File: src/rtl/pixel_stream_bridge.sv
// rtl/pixel_stream_bridge.sv - show-ahead pixel FIFO with raster position tracking
// Head pixel coordinate counters advance only on pops; flush clears all state except frame_idx.
module pixel_stream_bridge #(
   parameter int PIXEL_W = 24,
   parameter int DEPTH   = 16,
   parameter int H_RES   = 320,
   parameter int V_RES   = 240
) (
   input  logic                       clk_i,
   input  logic                       rst_i,
   input  logic                       flush_i,
   input  logic                       in_valid_i,
   output logic                       in_ready_o,
   input  logic [PIXEL_W-1:0]         in_data_i,
   output logic                       out_valid_o,
   input  logic                       out_ready_i,
   output logic [PIXEL_W-1:0]         out_data_o,
   output logic                       out_sof_o,
   output logic                       out_eol_o,
   output logic                       frame_idx_o,
   output logic [$clog2(DEPTH+1)-1:0] level_o,
   output logic                       underrun_o
);
   localparam int AW = $clog2(DEPTH);
   localparam int LW = $clog2(DEPTH + 1);
   localparam int XW = (H_RES > 1) ? $clog2(H_RES) : 1;
   localparam int YW = (V_RES > 1) ? $clog2(V_RES) : 1;
   localparam logic [LW-1:0] LVL_FULL = LW'(DEPTH);
   localparam logic [XW-1:0] X_LAST   = XW'(H_RES - 1);
   localparam logic [YW-1:0] Y_LAST   = YW'(V_RES - 1);

   logic [PIXEL_W-1:0] mem [DEPTH];
   logic [AW-1:0]      wr_ptr, rd_ptr;
   logic [LW-1:0]      level;
   logic [XW-1:0]      x;
   logic [YW-1:0]      y;
   logic               frame_idx, underrun;
   logic               push, pop, line_end, frame_end, at_origin;

   assign in_ready_o  = (level != LVL_FULL) && !flush_i;
   assign out_valid_o = (level != '0);
   assign push        = in_valid_i && in_ready_o;
   assign pop         = out_valid_o && out_ready_i;
   assign line_end    = (x == X_LAST);
   assign frame_end   = line_end && (y == Y_LAST);
   assign at_origin   = (x == '0) && (y == '0);

   assign out_data_o  = mem[rd_ptr];
   assign out_sof_o   = at_origin && out_valid_o;
   assign out_eol_o   = line_end && out_valid_o;
   assign frame_idx_o = frame_idx;
   assign level_o     = level;
   assign underrun_o  = underrun;

   // Storage is left uncleared; level and pointers alone decide what is valid.
   always_ff @(posedge clk_i) begin
      if (push) mem[wr_ptr] <= in_data_i;
   end

   always_ff @(posedge clk_i or posedge rst_i) begin
      if (rst_i) begin
         wr_ptr    <= '0;
         rd_ptr    <= '0;
         level     <= '0;
         x         <= '0;
         y         <= '0;
         frame_idx <= 1'b0;
         underrun  <= 1'b0;
      end else if (flush_i) begin
         wr_ptr    <= '0;
         rd_ptr    <= '0;
         level     <= '0;
         x         <= '0;
         y         <= '0;
         underrun  <= 1'b0;
      end else begin
         if (push) wr_ptr <= wr_ptr + 1'b1;
         if (pop)  rd_ptr <= rd_ptr + 1'b1;
         if (push && !pop)      level <= level + 1'b1;
         else if (pop && !push) level <= level - 1'b1;
         if (pop) begin
            if (line_end) begin
               x <= '0;
               if (frame_end) begin
                  y         <= '0;
                  frame_idx <= ~frame_idx;
               end else begin
                  y <= y + 1'b1;
               end
            end else begin
               x <= x + 1'b1;
            end
         end
         // Display asked for a pixel mid-frame and none was there.
         if (out_ready_i && !out_valid_o && !at_origin) underrun <= 1'b1;
      end
   end
endmodule

File: config.mk
export PLATFORM = sky130hd
export DESIGN_NAME = pixel_stream_bridge
export DESIGN_NICKNAME = d
export VERILOG_FILES = /design/src/rtl/pixel_stream_bridge.sv
export SDC_FILE = /design/constraint.sdc
export NUM_CORES = 1
export LEC_CHECK = 0
export CAP_MARGIN = 25
export CORE_ASPECT_RATIO = 1.2
export CORE_MARGIN = 5
export CORE_UTILIZATION = 45
export CTS_BUF_LIST = sky130_fd_sc_hd__clkbuf_2 sky130_fd_sc_hd__clkbuf_4 sky130_fd_sc_hd__clkbuf_8
export DETAILED_ROUTE_END_ITERATION = 8
export DONT_BUFFER_PORTS = 1
export PLACE_DENSITY = 0.7
export SETUP_SLACK_MARGIN = 0.4
export SYNTH_ARGS = -nofsm -noshare
export SYNTH_HDL_FRONTEND = slang
export SYNTH_SLANG_ARGS = --single-unit
File: constraint.sdc
create_clock -name clk_i -period 7.6 [get_ports clk_i]
set_input_delay 0.76 -clock clk_i [delete_from_list [all_inputs] [get_ports clk_i]]
set_output_delay 0.76 -clock clk_i [all_outputs]
set_load 0.01 [all_outputs]
==> impl_summary.md, run 1 <==
Outcome
The run finished with clean final reports.

Timing
The count of final setup violators is 0. The setup TNS is 0 ns. Derived from the worst setup path, the maximum achievable clock frequency is 0.2679 GHz. The max-slew violation total from the final report is 0. The clock skew after layout is 0.02230 ns. Setup slack closes at 3.867 ns. The count of endpoints failing hold in the final timing report came to 0. The slew at the pin with the worst max-slew slack is 1.095 ns.

Setup repair after global routing left no endpoint under its margin. The normalized max-slew margin is 27.00%. The fraction of the cycle the final worst path needs is 49.12%.

The worst path in the final design needs a cycle of 3.733 ns, including I/O delays and setup. Hold is met by 0.1446 ns.

Worst hold path
The worst hold path belongs to the class input pin to async pin.

Clock network
The number of buffers added by the clock tree synthesis step is 66. The clock tree from TritonCTS is done. The CTS H-tree depth is 3. The clock sink count is 416.

The cell sitting at the root of the clock tree is a clkbuf_8. After clock tree synthesis, the clock-pin slew on the worst setup and hold paths is 0.06 ns. The count of hold buffers inserted by post-cts repair is 0. The post-cts sizing count is 0. The maximum number of buffers from clock root to sink is 3.

The source-to-sink clock delay at the later pin of the worst-skew pair is 0.60 ns. Buffers added to address setup during post-CTS repair amount to 0.

Setup path
The signal on the critical path passes through buf_12, mux2_2, o21ai_0, a21oi_1, a22oi_1, nand2_1. The worst setup path is launched from a flop. On the critical path, the stage with the largest delay is an instance of buf_12.

The kind of critical path is flop to output port. In this run the register-to-register setup slack is 4.61 ns. The critical path arrival is 2.97 ns.

The critical path data required time is 6.84 ns. The kind of end point of the critical path is an output port. The worst register-to-register path has a depth of 9.

Of all nets on the critical path, the largest fanout is 147. The largest single stage delay on the critical path is 0.75 ns. The combined buffer and inverter count along the critical path is 1.

The critical register-to-register path endpoint is level_o[4]. The startpoint of the lowest-slack register-to-register path is level_o[0]. The category of cells accounting for the largest share of critical-path delay is buffers and inverters.

Finish
The filler cell count in the final layout is 2995. The final layout contains 1033 nets. The final instance count without filler cells is 1515. In the final layout, the multi-input gates occupy 4126 um2. For this run, the share of the core covered by cells in the final layout is 50.35%. The design area is 18530 um2. 0 antenna diodes ended up in the layout. From synthesis to final layout, the design area changed by 10.99%. Registers take 12340 um2. The share of final-layout standard cells stronger than drive strength 1 is 20.17%.

Power and ir drop
The part of the power in combinational logic is 18.8%. The overall power consumption is 5.410 mW. For this design the total switching power over the nets is 1.441 mW. The areal power density over the cells is 291.9 nW/um2.

Sequential cells burn 48.6% of the power. Net switching is 26.63% of the power. The design internal power is 3.969 mW. The leakage dissipation is 6.005 nW.

The clock share of power is 32.7%. VDD sags by at most 0.3258 mV.

Drt
The detailed router's first-iteration violation count is 571. The final route contains 8678 vias. The routed length per instance is 22.79 um. The count of nets left with antenna violations once routing finished came out at 0. The first-pass iteration count of the detailed router is 5. The final wirelength is 34520 um. The remaining design rule violation count is 0. The vias per cell is 5.728.

Synthesis
For this run, the number of Yosys warnings is 0. When the netlist entered floorplanning its net count stood at 988. The synthesized design contains 416 register bits. By count the netlist is led by edfxtp_1, mux2i_1, o21ai_0. The cell count after synthesis came out at 945.

The share of synthesized area occupied by flip-flops and latches is 73.86%. The cell with the most instances after synthesis is edfxtp_1. The cell taking the most area after synthesis is edfxtp_1.

The number of flops mapped to enable cells by yosys is 384. Summed over its instances, the top area cell type makes up 69.06% of the synthesized netlist area. After synthesis, the mean cell area works out to 17.67 um2. The count of distinct cell types in the synthesized netlist is 50.

Among all flip-flop cells after synthesis, the most frequent one is edfxtp_1. By area the synthesized netlist is led by edfxtp_1, mux4_2, dfrtp_1, mux2i_1, o21ai_0. After synthesis, the share of flip-flops with an asynchronous set or reset is 7.692%. The summed instance area of the synthesized netlist is 16700 um2.

Global routing
After global routing the overflow that remains totals 0. The number of global-route vias before repair is 9008. The first-pass GRT wire length is 53390 um. Global routing consumed, over all layers together, 17.12% of the routing resources. Entering global routing, the biggest net connects 148 pins. The initial antenna violation count came to 0.

Die
The initial core utilization is 45.37%. 64 I/O pins were placed. The die covers 41070 um2. The placeable core region is 36800 um2. The row count is 77. In this run the horizontal extent of the chip is 185.8 um. The height of the chip is 221.0 um.

Placement
At the end of routability-driven placement, the weighted congestion stood at 0.7315. The number of cells in the design after placement is 1396. The placed instances occupy a cell area of 17290 um2. The count of buffers added on input and output ports is 0. The post-detailed-placement half-perimeter wirelength is 18650 um. The minimum setup slack after placement is 4.498 ns.

Flow run
Max-cap violations in this run came to 0.
cells by family (layout without fill, tap and decap cells):
kind of cell             Yosys count  count (layout)  share of synthesized area [%]
flip-flops                       416             416                          73.86
AO/OA/AOI/OAI                    158             158                          5.950
multiplexers                     147             147                          12.59
AND/OR/NAND/NOR                  137             137                          4.204
buffers and inverters             58             154                          1.469
XOR/XNOR                          15              15                         0.8318
adder cells (fa/ha/maj)           14              14                          1.094
how the worst max path moves through the flow:
stage / slack, ns / cells past startpoint / endpoint / from
2_1_floorplan: 4.92 / 9 / level_o[4] / level_o[0]
3_3_place_gp: 4.48 / 6 / out_data_o[14] / rd_ptr[0]
3_5_place_dp: 4.50 / 6 / out_data_o[14] / rd_ptr[0]
4_1_cts: 3.83 / 6 / out_data_o[21] / rd_ptr[0]
5_1_grt: 3.60 / 6 / out_data_o[4] / rd_ptr[0]
6_report: 3.87 / 6 / out_data_o[14] / rd_ptr[0]
placed cells by master, fill, tap and decap left out, types with 3 or more instances in the layout:
cell,synthesis,routed
a21oi_1,42,42
a221oi_1,24,24
a22oi_1,24,24
and2_1,13,14
and3_1,6,6
buf_4,1,23
clkbuf_4,0,21
clkbuf_8,0,68
clkinv_1,0,18
clkinv_2,0,7
clkinvlp_4,0,3
dfrtp_1,32,29
edfxtp_1,384,384
ha_1,13,13
inv_1,11,11
mux2_2,24,24
mux2i_1,75,75
mux4_2,48,48
nand2_1,46,46
nand3_1,10,10
nand4_1,4,4
nor2_1,29,29
nor2b_1,4,3
nor3_1,3,3
nor4_1,6,6
nor4b_1,3,3
o21ai_0,56,56
xnor2_1,4,4
xor2_1,10,10
cell type report:
| class | instances | share of cell area (%) |
|---|---|---|
| clock buffers | 89 | 5.901 |
| inverters | 11 | 0.2228 |
| repair buffers | 24 | 1.040 |
| clock inverters | 30 | 0.7833 |
| multi-input cells | 471 | 22.27 |
| well taps | 474 | 3.201 |
| flip-flops and latches | 416 | 66.58 |
sequential cells by signal (all words and copies together), names as in the netlist:
signal       flops
x                9
y                8
underrun_o       1
mem            384
wr_ptr           4
frame_idx_o      1
level_o          5
rd_ptr           4
layer usage:
metal / GRT usage, % / up-vias / wire length, um
li1: - / 3876 / -
met1: 22.11 / 4484 / 13970
met2: 27.89 / 265 / 17380
met3: 4.895 / 53 / 2388
met4: 5.878 / 0 / 784
met5: 0 / - / 0
power by group through the flow:
stage	clock [mW]	sequential (mW)	combinational, mW
2_1_floorplan	0	2.64	0.853
3_3_place_gp	0	2.67	1.03
3_5_place_dp	0	2.67	1.04
4_1_cts	1.82	2.63	1.04
5_1_grt	1.94	2.63	1.11
6_report	1.77	2.63	1.01
Power figures use the tool's default switching activity.
==> inputs of run 2 (changes only) <==
Settings changed: ABC_AREA set to 1, PLACE_DENSITY 0.7 to 0.72.
Clock period 7.6 ns to 3.2 ns, I/O delays scaled along.
==> impl_summary.md, run 2 <==
Outcome
Outcome: finished, final reports clean (unchanged).

Finish
The growth of design area from synthesis to finish is 13.97% (was 10.99%). The filler cell count in the final layout is 3108 (was 2995). The number of inserted diodes came to 0 (unchanged). The commonest non-fill, non-tap cell in the layout is edfxtp_1 (unchanged).

The final net count was 1500 (was 1033). The design area came to 19480 um2 (was 18530 um2). The share of final-layout standard cells stronger than drive strength 1 was 12.70% (was 20.17%). The final cell utilization of the core is 51.71% (was 50.35%). The number of flip-flops in the largest register is 384 (unchanged). The register ranked first by flip-flop count is mem (unchanged). Biggest registers after layout: mem (384), x (9), y (8) (unchanged).

The final instance count without filler cells is 1976 (was 1515). Most frequent cells in the layout: edfxtp_1, nand2_1, nor2_1, o21ai_0, nand3_1 (was edfxtp_1, mux2i_1, clkbuf_8, o21ai_0, mux4_2).

Global routing
The most crowded layer after global routing is met2 (unchanged). The combined global-route utilization of all metal layers was 19.52% (was 17.12%). The overflow left after global routing is 0 (unchanged). The met1 capacity usage during global routing is 25.08% (was 22.11%).

The number of global-route vias before repair is 11175 (was 9008). The initial antenna violation count is 1 (was 0). The fraction of met2 tracks used by global routing is 33.88% (was 27.89%). The met3 track demand over resource came to 3.521% (was 4.895%). The first-pass GRT wire length came to 64450 um (was 53390 um).

The pin count of the biggest net entering global routing is 75 (was 148).

Placement
The post-detailed-placement half-perimeter wirelength is 23910 um (was 18650 um). The placer congestion estimate is 0.8534 (was 0.7315). The minimum setup slack after placement came to 0.6835 ns (was 4.498 ns). The count of buffers inserted at the top-level ports was 0 (unchanged). The number of cells in the design after placement is 1832 (was 1396). The total cell area at the placement stage is 17800 um2 (was 17290 um2).

Clock network
The root buffer cell is clkbuf_8 (unchanged). The source-to-sink clock delay at the later pin of the worst-skew pair is 0.62 ns (was 0.60 ns). The clock sink count is 416 (unchanged).

The number of buffers added by the clock tree synthesis step is 61 (was 66). The clock transition at the registers of the reported paths is 0.06 ns (about the same). The CTS H-tree depth is 2 (was 3). The maximum number of buffers from clock root to sink was 3 (unchanged). The clock tree from TritonCTS is done (unchanged).

Setup path
The critical path data required time came to 2.88 ns (was 6.84 ns). The kind of critical path is flop to output port (unchanged). The kind of end point of the critical path is an output port (unchanged). The critical-path maximum fanout is 19 (was 147). The critical path arrival is 2.36 ns (was 2.97 ns). The kind of start point of the critical path is a flop (unchanged).

Synthesis
The number of warning messages in the yosys log is 0 (unchanged). The cell taking the most area after synthesis is edfxtp_1 (unchanged). The cell with the most instances after synthesis is edfxtp_1 (unchanged). The post-synthesis net count is 1436 (was 988).

The proportion of netlist area held by the largest area contributor is 67.46% (was 69.06%). The average size of a mapped cell was 12.27 um2 (was 17.67 um2). The most common flop cell mapped by yosys was edfxtp_1 (unchanged). The count of distinct cell types in the synthesized netlist is 40 (was 50). The proportion of register bits with asynchronous set or reset after synthesis is 7.692% (unchanged). The share of synthesized area occupied by flip-flops and latches is 72.15% (was 73.86%).

The synthesized flop and latch total is 416 (unchanged). The number of flops mapped to enable cells by yosys is 384 (unchanged). The summed instance area of the synthesized netlist is 17090 um2 (was 16700 um2). Cell types occupying the most area after synthesis: edfxtp_1, nand2_1, dfrtp_1, o21ai_0, nor2_1 (was edfxtp_1, mux4_2, dfrtp_1, mux2i_1, o21ai_0). The cell count after synthesis is 1393 (was 945).

Most used standard cells in the synthesized netlist: edfxtp_1, nand2_1, nor2_1 (was edfxtp_1, mux2i_1, o21ai_0).

Power and ir drop
The leakage dissipation is 6.810 nW (was 6.005 nW). The areal power density over the cells was 655.8 nW/um2 (was 291.9 nW/um2). The maximum vdd ir drop came to 0.3408 mV (was 0.3258 mV).

Drt
The routed via count was 11310 (was 8678). The first-pass iteration count of the detailed router is 5 (unchanged). The vias per cell is 5.724 (was 5.728).

The routed length per instance is 21.82 um (was 22.79 um). The final wirelength came to 43120 um (was 34520 um). The remaining design rule violation count is 0 (unchanged). The residual antenna-violating net count after detailed routing was 0 (unchanged).

The detailed router's first-iteration violation count came to 1086 (was 571).

Timing
The max-slew violation total from the final report came to 0 (unchanged). The final setup slack of the worst path came to 0.5203 ns (was 3.867 ns). The count of endpoints failing hold in the final timing report came to 0 (unchanged). Unrepaired setup endpoints after global routing: no (unchanged). Of the available clock period, the critical path in the final layout requires 83.74%.

The final critical delay including setup and external delays is 2.680 ns. The clock skew after layout was 0.01946 ns (was 0.02230 ns). The highest achievable clock rate is 0.3732 GHz. The slew at the pin with the worst max-slew slack is 1.011 ns (was 1.095 ns). The normalized max-slew margin is 32.47% (was 27.00%).

The count of final setup violators came to 0 (unchanged). The setup TNS is 0 ns (unchanged).

Die
The initial core utilization came to 45.37% (about the same). The die area came to 42000 um2 (was 41070 um2). The height of the chip is 223.5 um (was 221.0 um). The placeable core region is 37670 um2 (was 36800 um2). The width of the die is 187.9 um (was 185.8 um). The row count is 78 (was 77). The top-level port count is 64 (unchanged).

Flow run
The max capacitance violation total is 0 (unchanged).

Worst hold path
The class of the worst hold path is input pin to flop (was input pin to async pin).
-- run 2: cell type report --
cell class                 count  area, um2  share of cell area, %
clock inverter                25      133.9                 0.6873
multi-input combinational    836       4220                  21.66
tap                          480      600.6                  3.083
inverter                      68      299.0                  1.535
timing repair buffer          73      905.9                  4.650
sequential                   416      12340                  63.33
timing repair inverter         1      11.26                0.05781
clock buffer                  77      972.2                  4.991
-- run 2: cells by family (layout without fill, tap and decap cells) --
kind of cell / after synthesis / after routing / share of synthesized area, %
flip-flops: 416 / 416 / 72.15
AO/OA/AOI/OAI: 270 / 270 / 8.601
adder cells (fa/ha/maj): 14 / 14 / 1.069
AND/OR/NAND/NOR: 542 / 542 / 13.89
XOR/XNOR: 10 / 10 / 0.5124
buffers and inverters: 141 / 244 / 3.777
-- run 2: through the flow --
stage / hold slack (ns) / power, mW
4_1_cts: 0.006870 / 12.62
3_3_place_gp: 0.3350 / 8.482
2_1_floorplan: 0.3831 / 7.908
5_1_grt: 0.02604 / 13.34
3_5_place_dp: 0.3469 / 8.538
6_report: 0.03504 / 12.78
-- run 2: metal layers --
metal	vias to the layer above	routed length, um
li1	5114	-
met1	5577	16680
met2	531	21950
met3	86	3358
met5	-	13
met4	2	1122
-- run 2: what timing repair did --
action | 4_1_cts | 5_1_grt
hold endpoints to repair | 428 | 0
endpoints found under the setup margin | 24 | 23
hold buffers | 29 | 0
setup buffers | 5 | 3
gates resized for setup | 6 | 15
pin swaps | 0 | 1
cloned | 0 | 5
-- run 2: final timing paths --
check,endpoint,startpoint,slack (ns),cells after the start
max,out_data_o[2],rd_ptr[0],0.52,6
min,rd_ptr[3],flush_i,0.04,3
max reg2reg,mem[12][4],level_o[0],0.69,6
min reg2reg,y[7],y[7],0.52,2
max in group asynchronous,rd_ptr[0],rst_i,2.59,3
min in group asynchronous,underrun_o,rst_i,0.26,3
-- run 2: power by group --
group / switching (mW) / internal, mW / total (mW) / leakage (nW)
clock network: 1.92 / 2.04 / 3.97 / 0.586
logic: 1.76 / 0.824 / 2.58 / 2.33
registers: 0.150 / 6.08 / 6.23 / 3.89
-- run 2: worst max-delay path, cell delays in order (launching register included) --
cell and delay [ns]:
dfrtp_4 0.57, clkinv_16 0.17, buf_16 0.20, o21ai_0 0.28, o22ai_1 0.19, o21ai_0 0.18
nand2_1 0.13
